`src/rtl/neuron_spi_ctrl.sv`:
```
// Serial front-end for the grid neuron array: loads per-channel shadow registers over a
// 4-wire port, fires a timed trig pulse, captures dout_i and returns it on miso.
module neuron_spi_ctrl #(
  parameter int N_CH     = 1,
  parameter int DATA_W   = 8,
  parameter int TRIG_LEN = 4,
  parameter int CAP_DLY  = 16
) (
  input  logic                     clk,
  input  logic                     rst,
  input  logic                     sck,
  input  logic                     cs_n,
  input  logic                     mosi,
  output logic                     miso,
  output logic [N_CH*DATA_W-1:0]   din,
  output logic [N_CH*DATA_W-1:0]   win,
  output logic [N_CH*DATA_W-1:0]   bias,
  output logic [N_CH-1:0]          sign,
  output logic                     trig,
  input  logic [N_CH*DATA_W-1:0]   dout_i,
  output logic                     busy
);

  localparam int REC_W  = 3*DATA_W + 1;
  localparam int PAY_W  = N_CH*REC_W;
  localparam int RD_W   = N_CH*DATA_W;
  localparam int PCNT_W = $clog2(PAY_W + 1);
  localparam int TCNT_W = $clog2(CAP_DLY + 1);

  typedef enum logic [2:0] {
    ST_IDLE    = 3'd0,
    ST_CMD     = 3'd1,
    ST_PAYLOAD = 3'd2,
    ST_READ    = 3'd3,
    ST_DRAIN   = 3'd4
  } state_e;

  logic [2:0]        sck_sync_q, sck_sync_d;
  logic [2:0]        cs_sync_q, cs_sync_d;
  logic [1:0]        mosi_sync_q, mosi_sync_d;
  state_e            state_q, state_d;
  logic [6:0]        cmd_sh_q, cmd_sh_d;
  logic [2:0]        bit_cnt_q, bit_cnt_d;
  logic              trig_req_q, trig_req_d;
  logic [PAY_W-1:0]  pay_sh_q, pay_sh_d;
  logic [PCNT_W-1:0] pay_cnt_q, pay_cnt_d;
  logic              pay_ovf_q, pay_ovf_d;
  logic [RD_W-1:0]   rd_sh_q, rd_sh_d;
  logic [PAY_W-1:0]  shadow_q, shadow_d;
  logic [RD_W-1:0]   cap_q, cap_d;
  logic              trig_q, trig_d;
  logic              busy_q, busy_d;
  logic [TCNT_W-1:0] tcnt_q, tcnt_d;
  logic              miso_q, miso_d;

  logic       sck_rise_s, sck_fall_s, cs_rise_s, cs_fall_s, cs_low_s, mosi_bit_s;
  logic [7:0] cmd_s;
  logic       commit_ok_s;

  assign sck_rise_s  = sck_sync_q[1] & ~sck_sync_q[2];
  assign sck_fall_s  = ~sck_sync_q[1] & sck_sync_q[2];
  assign cs_rise_s   = cs_sync_q[1] & ~cs_sync_q[2];
  assign cs_fall_s   = ~cs_sync_q[1] & cs_sync_q[2];
  assign cs_low_s    = ~cs_sync_q[1];
  assign mosi_bit_s  = mosi_sync_q[1];
  assign cmd_s       = {cmd_sh_q, mosi_bit_s};
  assign commit_ok_s = (state_q == ST_PAYLOAD) && (pay_cnt_q == PCNT_W'(PAY_W)) && !pay_ovf_q;

  // Next-state logic for the frame FSM, shift paths, shadows and the trig/capture timer.
  always_comb begin
    sck_sync_d  = {sck_sync_q[1:0], sck};
    cs_sync_d   = {cs_sync_q[1:0], cs_n};
    mosi_sync_d = {mosi_sync_q[0], mosi};
    state_d     = state_q;
    cmd_sh_d    = cmd_sh_q;
    bit_cnt_d   = bit_cnt_q;
    trig_req_d  = trig_req_q;
    pay_sh_d    = pay_sh_q;
    pay_cnt_d   = pay_cnt_q;
    pay_ovf_d   = pay_ovf_q;
    rd_sh_d     = rd_sh_q;
    shadow_d    = shadow_q;
    cap_d       = cap_q;
    trig_d      = trig_q;
    busy_d      = busy_q;
    tcnt_d      = tcnt_q;
    miso_d      = 1'b0;

    case (state_q)
      ST_IDLE: begin
        if (cs_fall_s) begin
          state_d    = ST_CMD;
          bit_cnt_d  = 3'd0;
          trig_req_d = 1'b0;
          pay_cnt_d  = {PCNT_W{1'b0}};
          pay_ovf_d  = 1'b0;
        end else begin
          state_d = ST_IDLE;
        end
      end
      ST_CMD: begin
        if (sck_rise_s) begin
          cmd_sh_d  = cmd_s[6:0];
          bit_cnt_d = bit_cnt_q + 3'd1;
          if (bit_cnt_q == 3'd7) begin
            case (cmd_s)
              8'h01: state_d = ST_PAYLOAD;
              8'h03: begin
                state_d = ST_READ;
                rd_sh_d = cap_q;
              end
              8'h02: begin
                state_d    = ST_DRAIN;
                trig_req_d = 1'b1;
              end
              default: state_d = ST_DRAIN;
            endcase
          end else begin
            state_d = ST_CMD;
          end
        end else begin
          state_d = ST_CMD;
        end
      end
      ST_PAYLOAD: begin
        // Counter saturates at PAY_W; any further bit marks the frame as overlong.
        if (sck_rise_s) begin
          if (pay_cnt_q == PCNT_W'(PAY_W)) begin
            pay_ovf_d = 1'b1;
          end else begin
            pay_sh_d  = {pay_sh_q[PAY_W-2:0], mosi_bit_s};
            pay_cnt_d = pay_cnt_q + PCNT_W'(1);
          end
        end else begin
          pay_ovf_d = pay_ovf_q;
        end
      end
      ST_READ: begin
        if (sck_fall_s) begin
          rd_sh_d = rd_sh_q << 1;
        end else begin
          rd_sh_d = rd_sh_q;
        end
      end
      ST_DRAIN: state_d = ST_DRAIN;
      default:  state_d = ST_IDLE;
    endcase

    if (cs_rise_s) begin
      state_d = ST_IDLE;
      if (commit_ok_s) begin
        shadow_d = pay_sh_q;
      end else begin
        shadow_d = shadow_q;
      end
    end else begin
      shadow_d = shadow_q;
    end

    if (busy_q) begin
      tcnt_d = tcnt_q + TCNT_W'(1);
      trig_d = (tcnt_q < TCNT_W'(TRIG_LEN - 1));
      if (tcnt_q == TCNT_W'(CAP_DLY)) begin
        cap_d  = dout_i;
        busy_d = 1'b0;
        trig_d = 1'b0;
      end else begin
        busy_d = 1'b1;
      end
    end else if (cs_rise_s && (state_q == ST_DRAIN) && trig_req_q) begin
      trig_d = 1'b1;
      busy_d = 1'b1;
      tcnt_d = {TCNT_W{1'b0}};
    end else begin
      trig_d = 1'b0;
      busy_d = 1'b0;
    end

    if ((state_d == ST_READ) && cs_low_s) begin
      miso_d = rd_sh_d[RD_W-1];
    end else begin
      miso_d = 1'b0;
    end
  end

  // Pad synchronisers; pure pipelines, so they keep tracking the pins through reset.
  always_ff @(posedge clk) begin
    sck_sync_q  <= sck_sync_d;
    cs_sync_q   <= cs_sync_d;
    mosi_sync_q <= mosi_sync_d;
  end

  // Control and data state with synchronous reset; reset aborts any frame or pulse in flight.
  always_ff @(posedge clk) begin
    if (rst) begin
      state_q    <= ST_IDLE;
      cmd_sh_q   <= 7'd0;
      bit_cnt_q  <= 3'd0;
      trig_req_q <= 1'b0;
      pay_sh_q   <= {PAY_W{1'b0}};
      pay_cnt_q  <= {PCNT_W{1'b0}};
      pay_ovf_q  <= 1'b0;
      rd_sh_q    <= {RD_W{1'b0}};
      shadow_q   <= {PAY_W{1'b0}};
      cap_q      <= {RD_W{1'b0}};
      trig_q     <= 1'b0;
      busy_q     <= 1'b0;
      tcnt_q     <= {TCNT_W{1'b0}};
      miso_q     <= 1'b0;
    end else begin
      state_q    <= state_d;
      cmd_sh_q   <= cmd_sh_d;
      bit_cnt_q  <= bit_cnt_d;
      trig_req_q <= trig_req_d;
      pay_sh_q   <= pay_sh_d;
      pay_cnt_q  <= pay_cnt_d;
      pay_ovf_q  <= pay_ovf_d;
      rd_sh_q    <= rd_sh_d;
      shadow_q   <= shadow_d;
      cap_q      <= cap_d;
      trig_q     <= trig_d;
      busy_q     <= busy_d;
      tcnt_q     <= tcnt_d;
      miso_q     <= miso_d;
    end
  end

  for (genvar g = 0; g < N_CH; g++) begin : g_ch
    assign din[g*DATA_W +: DATA_W]  = shadow_q[g*REC_W +: DATA_W];
    assign win[g*DATA_W +: DATA_W]  = shadow_q[g*REC_W + DATA_W +: DATA_W];
    assign bias[g*DATA_W +: DATA_W] = shadow_q[g*REC_W + 2*DATA_W +: DATA_W];
    assign sign[g]                  = shadow_q[g*REC_W + 3*DATA_W];
  end

  assign trig = trig_q;
  assign busy = busy_q;
  assign miso = miso_q;

endmodule

```
`config.mk`:
```
export PLATFORM = sky130hd
export DESIGN_NAME = neuron_spi_ctrl
export DESIGN_NICKNAME = d
export VERILOG_FILES = /design/src/rtl/neuron_spi_ctrl.sv
export SDC_FILE = /design/constraint.sdc
export NUM_CORES = 1
export LEC_CHECK = 0
export CAP_MARGIN = 10
export CELL_PAD_IN_SITES_DETAIL_PLACEMENT = 0
export CELL_PAD_IN_SITES_GLOBAL_PLACEMENT = 1
export CORE_UTILIZATION = 40
export CTS_BUF_LIST = sky130_fd_sc_hd__clkbuf_4
export DETAILED_ROUTE_END_ITERATION = 8
export PLACE_DENSITY = 0.81
export SLEW_MARGIN = 25
export SYNTH_ARGS = -nofsm -noshare
export SYNTH_HDL_FRONTEND = slang
export SYNTH_SLANG_ARGS = --single-unit
export TNS_END_PERCENT = 1
```
`constraint.sdc`:
```
create_clock -name clk -period 2 [get_ports clk]
set_clock_uncertainty 0.1 [all_clocks]
set_input_delay 0.4 -clock clk [delete_from_list [all_inputs] [get_ports clk]]
set_output_delay 0.4 -clock clk [all_outputs]
set_load 0.05 [all_outputs]
```
==> results.txt <==
* Power Internal: 0.002717 W
* P_sw: 0.0007237 W
- Number of levels in the clock H-tree: 3
- Floorplan row count: 36
- Ratio of final minimum period to clock period: 0.9826
- The share of total power dissipated in the clock network is 0.370.
- Starting Density: 0.4155
- Measured along the x axis, the die boundary spans 103.2 µm.
* Mapped Avg Cell Area: 8.950 µm²
- Clock root buffer: clkbuf_4
* Pin slew with the least headroom to its limit: 0.4875 ns
* Main combinational cell family by area after synthesis: simple AND/OR/NAND/NOR gates
- Endpoints failing setup: 0
- The wire-length estimate of the detail-placed layout is 5172 µm.
* Complex-gate fraction of the synthesized area: 0.1777
- Of the total synthesized cell area, the portion taken by AND, OR, NAND and NOR gates is 0.2402.
- Synthesis produced 458 cells.
- Share of the core filled with cells in the final layout: 0.4893
- Of the total synthesized cell area, the portion taken by full adders, half adders and majority gates is 0.01832.
- Number of top-level pins: 41
* Achievable clock frequency: 0.5089 GHz
- Maximum clock insertion buffer count: 2
- Routability-driven placement finished with a final weighted congestion of 0.7858.
* Syn-to-layout area delta: 17.77%
- STA classifies the critical path startpoint as a flop.
- For this run, the total global-route usage over all layers was measured as 0.1596.
- The tightest min-delay check is of the in2reg type.
* Die Outline Area: 10,660 µm²
- Synthesis inferred 102 register bits.
- Antenna diodes: 0
- Min cycle time layout: 1.965 ns
* Filler Cells Inserted: 969
- Total chip power: 0.003441 W
- XOR/XNOR Fraction of Synth Area: 0
- Commonest register cell after synthesis: dfxtp_1
- The analysis attributes to cell leakage a power of 1.744 nW.
- Dividing the detail-routed via count by the number of cells gives 4.948.
* Multi-input combinational cell area: 1926 µm²
- Count of non-filler cells in the finished layout: 634
- Most frequent standard cell in the layout excluding fill and tap cells: nand2_1
- Area fraction of the dominant cell type after synthesis: 0.4982
* Count of distinct cell types in the synthesized netlist: 48
* CP Data Required Time: 2.23 ns
- Average wire per cell in the routed design: 12.29 µm
- After synthesis the cells add up to 4099 µm².
- Setup repair after global routing could not meet its margin everywhere.
- Across all hold checks on the routed design, the worst slack comes to 0.2376 ns.
* Count of nets left with antenna violations after detail routing: 0
- The number of antenna violations at the first check in global routing came to 0.
* Number of slew-limit violations in the final report: 0
* Main area contributors after synthesis: dfxtp_1 50%, nand2_1 9.6%, a21oi_1 7.3%
- Data arrival time at the worst-slack endpoint: 2.20 ns
* Layout cells sized above 1: 0.2056
- Portion of total power attributed to combinational logic: 0.031
* Post-synth ARST share: 0
* Pin count of the biggest net entering global routing: 47
- For this run, design rule violations remaining after detail routing come to 0.
- Cell type with the largest total area after synthesis: dfxtp_1
* Routed via count: 3,137
- Core area: 9864 µm²
- The flow ran to the end, and the final reports show no timing, DRC or antenna violations.
- Of the total power, the share spent switching nets is 0.2103.
* Power per cell area: 712.8 nW/µm²
- The final layout contains routed wiring with a total length of 7793 µm.
- By startpoint and endpoint, the worst setup path is classified as reg2reg.
- Final-report hold violation count: 0
* TritonCTS buffer count: 9
* Total of buffers placed on input and output ports: 40
* Count of yosys warnings during synthesis: 0
- After clock tree synthesis, the clock-pin slew on the worst setup and hold paths is 0.15 ns.
- Seq. cell area: 2048 µm²
- The total overflow left after global routing is 0.
- Yosys mapped a number of flops with a built-in enable equal to 0.
- From bottom edge to top edge, the die measures 103.2 µm.
- The worst-case IR drop observed on VDD is 0.5050 mV.
* Post-synthesis sequential area ratio: 0.4982
- Slew Limit Headroom: 0.6763
- After clock tree synthesis, the setup repair step added 0 buffers.
* Total placed cells including tap cells: 620
- TritonCTS clock tree: built
* Share of cell area taken by muxes after synthesis: 0.02198
- Initial DRC Count: 125
- Skew-Pair Late Insertion Delay: 0.44 ns
- Timing analysis after detailed placement gives a worst setup slack of -0.05605 ns.
- Synthesis produced a netlist with a net count of 477.
- The tool flagged a number of max-cap violations equal to 0.
- For this design, the sink count on the clock tree is 102.
- In the layout the commonest cells are 105 x nand2_1, 97 x dfxtp_1, 60 x a21oi_1.
* Sequential fraction of design power: 0.599
- The first detailed-routing pass took 4 iterations.
- The first global-routing pass estimated 13,260 µm of wire.
- Nature of the critical path endpoint: flop
* Worst-case setup margin in the final layout: 0.03490 ns
- In this run the worst path has a maximum fanout of 25.
* Via count of the first global-routing pass: 2,992
* Number of nets in the finished design: 517
-- state kept, by name (all words and copies together) (netlist names), 5 cells and up --
signal and count:
cap_q 8, cmd_sh_q 7, rd_sh_q 8, pay_sh_q 25, shadow_q 25, pay_cnt_q 5
tcnt_q 5
-- metal layers --
metal,vias up,global-route usage,routed length [µm]
li1,1649,-,-
met1,1427,0.1824,3564
met2,47,0.2877,3857
met3,14,0.03629,227
met4,0,0.06501,144
met5,-,0,0
-- repair_timing --
| item | CTS | global route |
|---|---|---|
| endpoints found under the hold margin | 0 | 0 |
| pin swaps | 2 | 12 |
| endpoints found under the setup margin | 29 | 38 |
| hold buffers | 0 | 0 |
| gates resized for setup | 19 | 10 |
-- kinds of logic after synthesis --
logic type | count (synthesis)
and+or+nand+nor | 192
muxes | 9
buffers and inverters | 34
adders and majority gates | 6
DFF | 102
AOI/OAI and AO/OA | 115
-- per-stage QoR --
stage,setup TNS [ns],instance area [µm²]
5_1_grt,-0.2187,4827
3_3_place_gp,-0.06282,4618
3_5_place_dp,-0.09360,4618
4_1_cts,0,4790
2_1_floorplan,0,4099
6_report,0,4827
-- layout make-up --
| class | count | area share |
|---|---|---|
| sequential | 102 | 0.4243 |
| multi-input combinational | 322 | 0.3989 |
| inverter | 9 | 0.006998 |
| clock buffer | 9 | 0.01400 |
| clock inverter | 5 | 0.02255 |
| timing repair buffer | 54 | 0.09876 |
| tap | 133 | 0.03447 |
-- power groups by stage --
stage	Sequential, W	Clock, W	Combinational [W]
2_1_floorplan	0.00210	0	0.0000632
4_1_cts	0.00206	0.00132	0.000106
6_report	0.00206	0.00127	0.000107
5_1_grt	0.00206	0.00139	0.000117
3_5_place_dp	0.00210	0	0.000105
3_3_place_gp	0.00210	0	0.000104
-- synthesized netlist by cell type (2+ instances only) --
| cell | number |
|---|---|
| or4_1 | 4 |
| clkbuf_1 | 13 |
| inv_1 | 9 |
| a311oi_1 | 2 |
| mux2i_1 | 9 |
| nand2_2 | 20 |
| nand3b_1 | 2 |
| buf_12 | 2 |
| nor3_1 | 3 |
| or3_1 | 3 |
| nand2b_1 | 5 |
| nor3b_2 | 2 |
| or4_4 | 2 |
| dfxtp_1 | 102 |
| nor2_1 | 20 |
| ha_1 | 6 |
| a41oi_1 | 3 |
| a22oi_1 | 8 |
| o31ai_1 | 3 |
| o21ai_0 | 11 |
| nor4_4 | 3 |
| nand2_1 | 105 |
| nand3_1 | 9 |
| a21oi_2 | 20 |
| nand4bb_1 | 2 |
| a21oi_1 | 60 |
| buf_2 | 9 |
-- path summary, 6_finish.rpt --
path / from / end / slack (ns) / cells after the start
max: state_q[0]$_SDFF_PP0_ / shadow_q[0]$_SDFFE_PP0P_ / 0.03 / 4
min: rst / bit_cnt_q[2]$_SDFFE_PP0P_ / 0.24 / 2
max reg2reg: state_q[0]$_SDFF_PP0_ / shadow_q[0]$_SDFFE_PP0P_ / 0.03 / 4
min reg2reg: mosi_sync_q[0]$_DFF_P_ / mosi_sync_q[1]$_DFF_P_ / 0.24 / 0
-- worst max-delay path, cell delays in order, from the launching register on --
cell	delay, ns
dfxtp_2	0.37
or3b_4	0.44
or4_4	0.74
nand2_1	0.14
a21oi_1	0.07
Note: power is estimated with default switching activity, not from simulation.
